File: config.mk
export PLATFORM = sky130hd
export DESIGN_NAME = alarm_ringer
export DESIGN_NICKNAME = d
export VERILOG_FILES = /design/src/rtl/alarm_pkg.sv /design/src/rtl/beep_gen.sv /design/src/rtl/alarm_ringer.sv
export SDC_FILE = /design/constraint.sdc
export NUM_CORES = 1
export LEC_CHECK = 0
export CAP_MARGIN = 20
export CORE_UTILIZATION = 45
export DETAILED_ROUTE_END_ITERATION = 8
export GPL_ROUTABILITY_DRIVEN = 0
export PLACE_DENSITY = 0.71
export SYNTH_ARGS = -nofsm -noshare
export SYNTH_HDL_FRONTEND = slang
export SYNTH_SLANG_ARGS = --single-unit
File: constraint.sdc
create_clock -name clk -period 2.65 [get_ports clk]
set_clock_uncertainty 0.05 [all_clocks]
set_input_delay 0.265 -clock clk [delete_from_list [all_inputs] [get_ports clk]]
set_output_delay 0.265 -clock clk [all_outputs]
set_load 0.05 [all_outputs]
File: src/rtl/alarm_pkg.sv
// Shared definitions for the alarm ringer block.
// Holds the 2-bit FSM state encoding and the width helper used to size the
// second counters so both the snooze and ring-timeout limits fit.
package alarm_pkg;

    // FSM state encoding
    localparam logic [1:0] StIdle    = 2'd0;
    localparam logic [1:0] StRinging = 2'd1;
    localparam logic [1:0] StSnooze  = 2'd2;
    localparam logic [1:0] StDone    = 2'd3;

    // Bits needed to hold any value 0..max(a, b).
    function automatic int unsigned timer_width(input int unsigned a, input int unsigned b);
        int unsigned m;
        m = (a > b) ? a : b;
        return $clog2(m + 1);
    endfunction

endpackage

File: src/rtl/beep_gen.sv
// Buzzer square-wave generator.
// Ports:
//   clk_i    - system clock
//   rst_ni   - synchronous active-low reset
//   en_i     - run request; counter and output clear while low
//   buzzer_o - registered beep drive, BEEP_HALF cycles high then low, repeating
// The output starts high on the first enabled cycle.
module beep_gen #(
    parameter int unsigned BEEP_HALF = 12_500_000
) (
    input  logic clk_i,
    input  logic rst_ni,
    input  logic en_i,
    output logic buzzer_o
);

    localparam int unsigned CW = (BEEP_HALF > 1) ? $clog2(BEEP_HALF) : 1;
    localparam logic [CW-1:0] CntLast = CW'(BEEP_HALF - 1);

    logic [CW-1:0] cnt_q, cnt_d;
    logic          buzzer_q, buzzer_d;
    logic          run_q, run_d;

    always_comb begin
        cnt_d    = cnt_q;
        buzzer_d = buzzer_q;
        run_d    = run_q;
        if (!en_i) begin
            cnt_d    = '0;
            buzzer_d = 1'b0;
            run_d    = 1'b0;
        end else if (!run_q) begin
            // First enabled cycle: start the high half-period.
            cnt_d    = '0;
            buzzer_d = 1'b1;
            run_d    = 1'b1;
        end else if (cnt_q == CntLast) begin
            cnt_d    = '0;
            buzzer_d = ~buzzer_q;
        end else begin
            cnt_d = cnt_q + CW'(1);
        end
    end

    always_ff @(posedge clk_i) begin
        if (!rst_ni) begin
            cnt_q    <= '0;
            buzzer_q <= 1'b0;
            run_q    <= 1'b0;
        end else begin
            cnt_q    <= cnt_d;
            buzzer_q <= buzzer_d;
            run_q    <= run_d;
        end
    end

    assign buzzer_o = buzzer_q;

endmodule

File: src/rtl/alarm_ringer.sv
// Alarm ringer: turns the upstream isItOn level into ringing behaviour with
// bounded snooze, stop/acknowledge and an auto-timeout.
// Ports:
//   clk          - system clock
//   reset        - synchronous active-low reset
//   isItOn       - alarm-active level from the detection stage
//   sec_tick     - one-cycle pulse per second
//   snooze_btn   - debounced one-cycle pulse
//   stop_btn     - debounced one-cycle pulse
//   buzzer       - registered beep drive (only while ringing)
//   ringing      - high in RINGING
//   snoozing     - high in SNOOZE
//   missed       - sticky: last alarm ended by timeout
//   snooze_count - snoozes used in the current alarm event
module alarm_ringer
    import alarm_pkg::*;
#(
    parameter int unsigned SNOOZE_SEC       = 300,
    parameter int unsigned RING_TIMEOUT_SEC = 60,
    parameter int unsigned MAX_SNOOZES      = 3,
    parameter int unsigned BEEP_HALF        = 12_500_000,
    // MAX_SNOOZES=0 would give a zero-width count; keep at least one bit.
    localparam int unsigned SCW = (MAX_SNOOZES > 0) ? $clog2(MAX_SNOOZES + 1) : 1
) (
    input  logic           clk,
    input  logic           reset,
    input  logic           isItOn,
    input  logic           sec_tick,
    input  logic           snooze_btn,
    input  logic           stop_btn,
    output logic           buzzer,
    output logic           ringing,
    output logic           snoozing,
    output logic           missed,
    output logic [SCW-1:0] snooze_count
);

    localparam int unsigned TW = timer_width(SNOOZE_SEC, RING_TIMEOUT_SEC);
    localparam logic [TW-1:0]  RingLast  = TW'(RING_TIMEOUT_SEC - 1);
    localparam logic [TW-1:0]  SnoozeLd  = TW'(SNOOZE_SEC);
    localparam logic [SCW-1:0] SnoozeMax = SCW'(MAX_SNOOZES);

    logic [1:0]     state_q, state_d;
    logic           ison_q;
    logic [TW-1:0]  ring_q, ring_d;
    logic [TW-1:0]  snz_q, snz_d;
    logic [SCW-1:0] cnt_q, cnt_d;
    logic           missed_q, missed_d;
    logic           ringing_q, snoozing_q;
    logic           trigger;

    // Rising edge; ison_q clears on reset so a level already high at release triggers.
    assign trigger = isItOn & ~ison_q;

    always_comb begin
        state_d  = state_q;
        ring_d   = ring_q;
        snz_d    = snz_q;
        cnt_d    = cnt_q;
        missed_d = missed_q;
        case (state_q)
            StIdle: begin
                if (trigger) begin
                    state_d  = StRinging;
                    ring_d   = '0;
                    cnt_d    = '0;
                    missed_d = 1'b0;
                end
            end
            StRinging: begin
                if (!isItOn) begin
                    state_d = StIdle;
                end else if (stop_btn) begin
                    state_d = StDone;
                end else if (sec_tick && (ring_q == RingLast)) begin
                    state_d  = StDone;
                    missed_d = 1'b1;
                end else if (snooze_btn && (cnt_q < SnoozeMax)) begin
                    state_d = StSnooze;
                    cnt_d   = cnt_q + SCW'(1);
                    snz_d   = SnoozeLd;
                end else if (sec_tick) begin
                    ring_d = ring_q + TW'(1);
                end
            end
            StSnooze: begin
                if (!isItOn) begin
                    state_d = StIdle;
                end else if (stop_btn) begin
                    state_d = StDone;
                end else if (sec_tick) begin
                    if (snz_q == TW'(1)) begin
                        state_d = StRinging;
                        ring_d  = '0;
                        snz_d   = '0;
                    end else begin
                        snz_d = snz_q - TW'(1);
                    end
                end
            end
            default: begin
                // StDone: isItOn stays high from upstream feedback; wait for it to drop.
                if (!isItOn) begin
                    state_d = StIdle;
                end
            end
        endcase
    end

    always_ff @(posedge clk) begin
        if (!reset) begin
            state_q    <= StIdle;
            ison_q     <= 1'b0;
            ring_q     <= '0;
            snz_q      <= '0;
            cnt_q      <= '0;
            missed_q   <= 1'b0;
            ringing_q  <= 1'b0;
            snoozing_q <= 1'b0;
        end else begin
            state_q    <= state_d;
            ison_q     <= isItOn;
            ring_q     <= ring_d;
            snz_q      <= snz_d;
            cnt_q      <= cnt_d;
            missed_q   <= missed_d;
            ringing_q  <= (state_d == StRinging);
            snoozing_q <= (state_d == StSnooze);
        end
    end

    beep_gen #(
        .BEEP_HALF(BEEP_HALF)
    ) u_beep_gen (
        .clk_i   (clk),
        .rst_ni  (reset),
        .en_i    (state_d == StRinging),
        .buzzer_o(buzzer)
    );

    assign ringing      = ringing_q;
    assign snoozing     = snoozing_q;
    assign missed       = missed_q;
    assign snooze_count = cnt_q;

endmodule

# Word level (Yosys, flattened, before mapping)
# Cells that the tools add are included.
[word_totals] register_bits=52 input_bits=6 out_inout_bits=6 elab_cells=99
[op_classes] addsub=4 order_cmp=1 n_eq_ne=20 muxes=45 n_bitwise=6 n_reduce_logical=12
[op_table] op="$mux W9" n=18
[op_table] op="$mux W2" n=15
[op_table] op="$pmux W9 S3" n=1
[op_table] op="$ne A2 B2 Y1 const B" n=13
[op_table] op="$add A24 B1 Y24 const B" n=1
[op_table] op="$eq A24 B24 Y1 const B" n=1
[op_table] op="$pmux W9 S2" n=1
[op_table] op="$reduce_and A11 Y1" n=1
[op_table] op="$add A9 B1 Y9 const B" n=1
[op_table] op="$eq A9 B1 Y1 const B" n=1
[op_table] op="$eq A9 B6 Y1 const B" n=1
[op_table] op="$sub A9 B1 Y9 const B" n=1
[op_table] op="$reduce_and A8 Y1" n=1
[op_table] op="$mux W1" n=7
[op_table] op="$pmux W2 S3" n=1
[op_table] op="$reduce_and A6 Y1" n=1
[op_table] op="$not A1 Y1" n=5
[op_table] op="$reduce_and A5 Y1" n=1
[op_table] op="$eq A2 B1 Y1 const B" n=2
[op_table] op="$eq A2 B2 Y1 const B" n=2
[op_table] op="$pmux W2 S2" n=1
[op_table] op="$reduce_bool A2 Y1" n=2
[op_table] op="$reduce_or A4 Y1" n=1
[op_table] op="$reduce_bool A3 Y1" n=1
[op_table] op="7 further kinds" n=8

# Depth between registers and ports, before layout
[logic_depth] word_depth=10 ltp_mapped=8 mapped_depth_nobuf=7

# Hierarchy
# From an unflattened synthesis, not the netlist that was laid out.
[hier_totals] cells_unflattened=325 area_unflattened_um2=2741.4
[by_module_without_submodules] mod="alarm_ringer" instances=1 cells_each=191 area_per_inst_um2=1562.7
[by_module_without_submodules] mod="beep_gen" instances=1 cells_each=134 area_per_inst_um2=1178.6

# Worst setup path after synthesis
# OpenSTA, ideal clock, no wires.
[synth_timing] path_kind="flip-flop to flip-flop" startpoint="reg cnt_q[0], in the netlist snooze_count[0]" endpoint="reg snz_q[4]" arrival_ns=2.116 t_required_ns=2.483 setup_slack_ns=0.367 stages_incl_launch_ff=7 n_path_buf=0 path_cell_list="dfxtp_1 ha_1 nand2b_1 o2bb2a_2 nor4b_2 o21ai_0 a32o_1"
[synth_between] elab_chain_cells=4
[synth_rtl] element="from (decl)" line_no="alarm_ringer.sv:47" text="logic [SCW-1:0] cnt_q, cnt_d;"
[synth_rtl] element="from (signal assigned)" line_no="alarm_ringer.sv:125" text="cnt_q <= cnt_d;"
[synth_rtl] element="$lt A2 B2 Y1" line_no="alarm_ringer.sv:78" text="end else if (snooze_btn && (cnt_q < SnoozeMax)) begin"
[synth_rtl] element="$logic_and A1 B1 Y1" line_no="alarm_ringer.sv:78"
[synth_rtl] element="$ne A2 B2 Y1 (no line)"
[synth_rtl] element="$reduce_and A8 Y1 (no line)"
[synth_rtl] element="to (signal assigned)" line_no="alarm_ringer.sv:124" text="snz_q <= snz_d;"
[synth_rtl] element="to (decl)" line_no="alarm_ringer.sv:46" text="logic [TW-1:0] snz_q, snz_d;"
# No other way between the ends.
# A chain may end at the register's enable or synchronous reset.

# Worst setup path after layout
[layout_timing] startpoint="reg ring_q[0]" endpoint="reg u_beep_gen.cnt_q[11]"
[layout_between] elab_chain_cells=9
[layout_rtl] element="from (decl)" line_no="alarm_ringer.sv:45" text="logic [TW-1:0] ring_q, ring_d;"
[layout_rtl] element="from (signal assigned)" line_no="alarm_ringer.sv:123" text="ring_q <= ring_d;"
[layout_rtl] element="$eq A9 B6 Y1" line_no="alarm_ringer.sv:75" text="end else if (sec_tick && (ring_q == RingLast)) begin"
[layout_rtl] element="$logic_and A1 B1 Y1" line_no="alarm_ringer.sv:75"
[layout_rtl] element="$mux W2" line_no="alarm_ringer.sv:75"
[layout_rtl] element="$mux W2" line_no="alarm_ringer.sv:73" text="end else if (stop_btn) begin"
[layout_rtl] element="$mux W2" line_no="alarm_ringer.sv:71" text="if (!isItOn) begin"
[layout_rtl] element="$pmux W2 S3" line_no="alarm_ringer.sv:61" text="case (state_q)"
[layout_rtl] element="$eq A2 B1 Y1" line_no="alarm_ringer.sv:137" text=".en_i (state_d == StRinging),"
[layout_rtl] element="$not A1 Y1 (no line)"
[layout_rtl] element="$reduce_or A4 Y1 (no line)"
[layout_rtl] element="to (signal assigned)" line_no="beep_gen.sv:51" text="cnt_q <= cnt_d;"
[layout_rtl] element="to (decl)" line_no="beep_gen.sv:20" text="logic [CW-1:0] cnt_q, cnt_d;"
# No other way between the ends.

==> metrics <==
Die Height=79.4 um; Syn. warnings=0; critical path peak fanout=15; critical path startpoint category=flop; grt ovf=0; clock buffer depth=2; Final Util=53.2%; Synth top area share=between 30% and 40%; Mapped Nets=~320; Slew Viols, Final=0; Worst-path clk slew=0.10 ns; Register Area=1020 um^2; most used flip-flop cell after synthesis=dfxtp_1; clk root buf=clkbuf_8; CP Cell Sequence=ha_1 > nand3_1 > nor4_4 > o31a_2 > nand3_2 > nor2_1; Fillers=526; Fin. Hold Viols=0; Yosys top cell by area=dfxtp_1; vias in the first global route=2084; status=completed; CP delay by family, top=simple AND/OR/NAND/NOR gates; hpwl dp=between 3 and 4 mm; CTS tree=built; RSZ-0062 raised after global routing=no; CTS Buf Count=5; Power Density=around 460 nW/um^2; most common cell in the netlist=dfxtp_1; Core Area=5640 um^2; fmax=451 MHz; peak supply drop=311 uV; Mapped Area=2700 um^2; Arr. time, crit path=approximately 2.4 ns; top-level port count=12; min cycle time layout=2.22 ns; 1st-iter DRT viols=115; asr flop ratio synth=0%; Final Cycle Share=83.7%; ant diodes=0; Post-synth top cells=dfxtp_1, nor2_1, nand2_1; syn avg cell area=between 8 and 9 um^2; Initial Utilization=47.8%; Multi-input gate area=1600 um^2; slowest CP cell=nor4_4; Slowest Stage Delay on Critical Path=slightly above 0.5 ns; die area=6310 um^2; Setup crit end kind=flop; WS Path Type=reg -> reg; gr usage total=19.0%; FP Rows=27; Tightest Pin Transition=0.506 ns; Hold WC Path Type=reg -> reg; Net count, final=~340; cells resized by post-CTS repair=0; total power=1.38 mW; DR WL/cell=approximately 14 um; drt first pass iters=4; antenna-violating nets left=0; sequential fraction of the synthesis area=37.8%; antenna violations before repair=0; reported max-cap violation count=0; area grow syn2layout=11.4%; Rel. slew slack=between 60% and 70%; H-Tree Depth=2; # port buffers=11; top cells by area, synth=dfxtp_1, nor2_1, xor2_1, nand2_1, a21oi_1; clock sinks=51; final setup fails=0; first-pass GRT wire length=9.49 mm; setup TNS=0 ns; Post-CTS Hold Buffers=0; DRC=0; data required time of the worst path=about 2.8 ns; clk_lat worst skew=0.31 ns; Leak=1.01 nW; flop and latch count out of synthesis=51; Die X=79.4 um; EDFF count, synth=0; Setup Fix Bufs, Post-CTS=0; post-synth cell types=just under 60; worst path bufs/invs=0; WL final=5.41 mm; layout cells sized above 1=between 9 and 10%; largest net degree at the start of global routing=17; vias post-DR=between 2000 and 2500; Avg Vias per Cell=5.58; Syn Inst Count=310
-- cells by family (layout without fill, tap and decap cells) --
logic type               Yosys count  after routing  share of synthesized area, %
AO/OA/AOI/OAI                     56             56                          14.7
XOR/XNOR                          23             23                          7.47
flip-flops                        51             51                          37.8
multiplexers                       3              3                          1.11
adder cells (fa/ha/maj)            5              5                          2.32
AND/OR/NAND/NOR                  153            153                          33.6
buffers and inverters             19             37                          2.92
-- area by class of cell --
cell class                 instances  area share (%)
timing repair buffer              16            4.91
clock inverter                     2           0.541
inverter                          13            1.62
tap                               72            3.00
multi-input combinational        240            53.2
clock buffer                       6            2.75
sequential                        51            34.0
-- metal layers --
layer	routed length [um]	GRT usage (%)
met1	2690	25.2
met2	2500	30.3
met3	160	3.54
met4	65	7.09
met5	0	0
-- worst paths after layout --
kind	from	to	slack, ns	depth (start not counted)
setup / recovery	ring_q[0]$_SDFFE_PN0P_	u_beep_gen.cnt_q[11]$_SDFF_PP0_	0.43	6
hold / removal	u_beep_gen.cnt_q[0]$_SDFF_PP0_	u_beep_gen.cnt_q[0]$_SDFF_PP0_	0.43	1
setup reg to reg	ring_q[0]$_SDFFE_PN0P_	u_beep_gen.cnt_q[11]$_SDFF_PP0_	0.43	6
hold reg to reg	u_beep_gen.cnt_q[0]$_SDFF_PP0_	u_beep_gen.cnt_q[0]$_SDFF_PP0_	0.43	1
-- power by group --
part	leakage [nW]	switching (mW)	total [mW]	internal [mW]
clock network	0.0474	0.269	0.482	0.214
logic	0.554	0.0672	0.112	0.0444
registers	0.412	0.0129	0.787	0.774
-- state kept, by name (all words and copies together), names as in the netlist --
signal               flops
u_beep_gen.run_q         1
ring_q                   9
snz_q                    9
snoozing                 1
snooze_count             2
u_beep_gen.cnt_q        24
missed                   1
u_beep_gen.buzzer_o      1
ison_q                   1
state_q                  2
-- cells in the final DEF (no fill, tap or decap), types with 3 or more instances in the layout --
master           instances
clkdlybuf4s50_1         11
o31ai_1                  4
dfxtp_1                 51
a21oi_1                 13
buf_4                    5
a21boi_0                 4
nor4_4                   3
o21ai_0                 12
nor3_1                   8
xor2_1                  16
nor4b_1                  4
nand4_1                  9
xnor2_1                  7
ha_1                     5
a31oi_1                  4
or3_1                    3
nor2_1                  42
nand2b_1                 4
or4b_1                   3
a311oi_1                 3
nor2b_1                  6
and3_1                   8
nand3_1                 11
clkbuf_8                 6
nand2_1                 21
and2_1                   7
inv_1                   13
or4_1                    3
mux2i_1                  3
-- through the flow --
step                      std cells  cell area (um^2)  setup WS (ns)  hold WS [ns]
after CTS                       400              3000          0.407         0.431
final                           400              3000          0.431         0.431
after floorplan                 310              2700          0.367         0.372
after global routing            400              3000          0.221         0.467
after detailed placement        392              2910          0.146         0.408
after global placement          392              2910          0.158         0.392
-- worst register-to-register path, stage by stage (launching register included) --
cell	delay (ns)
dfxtp_1	0.38
ha_1	0.24
nand3_1	0.25
nor4_4	0.51
o31a_2	0.26
nand3_2	0.26
nor2_1	0.20
Power figures use the tool's default switching activity.
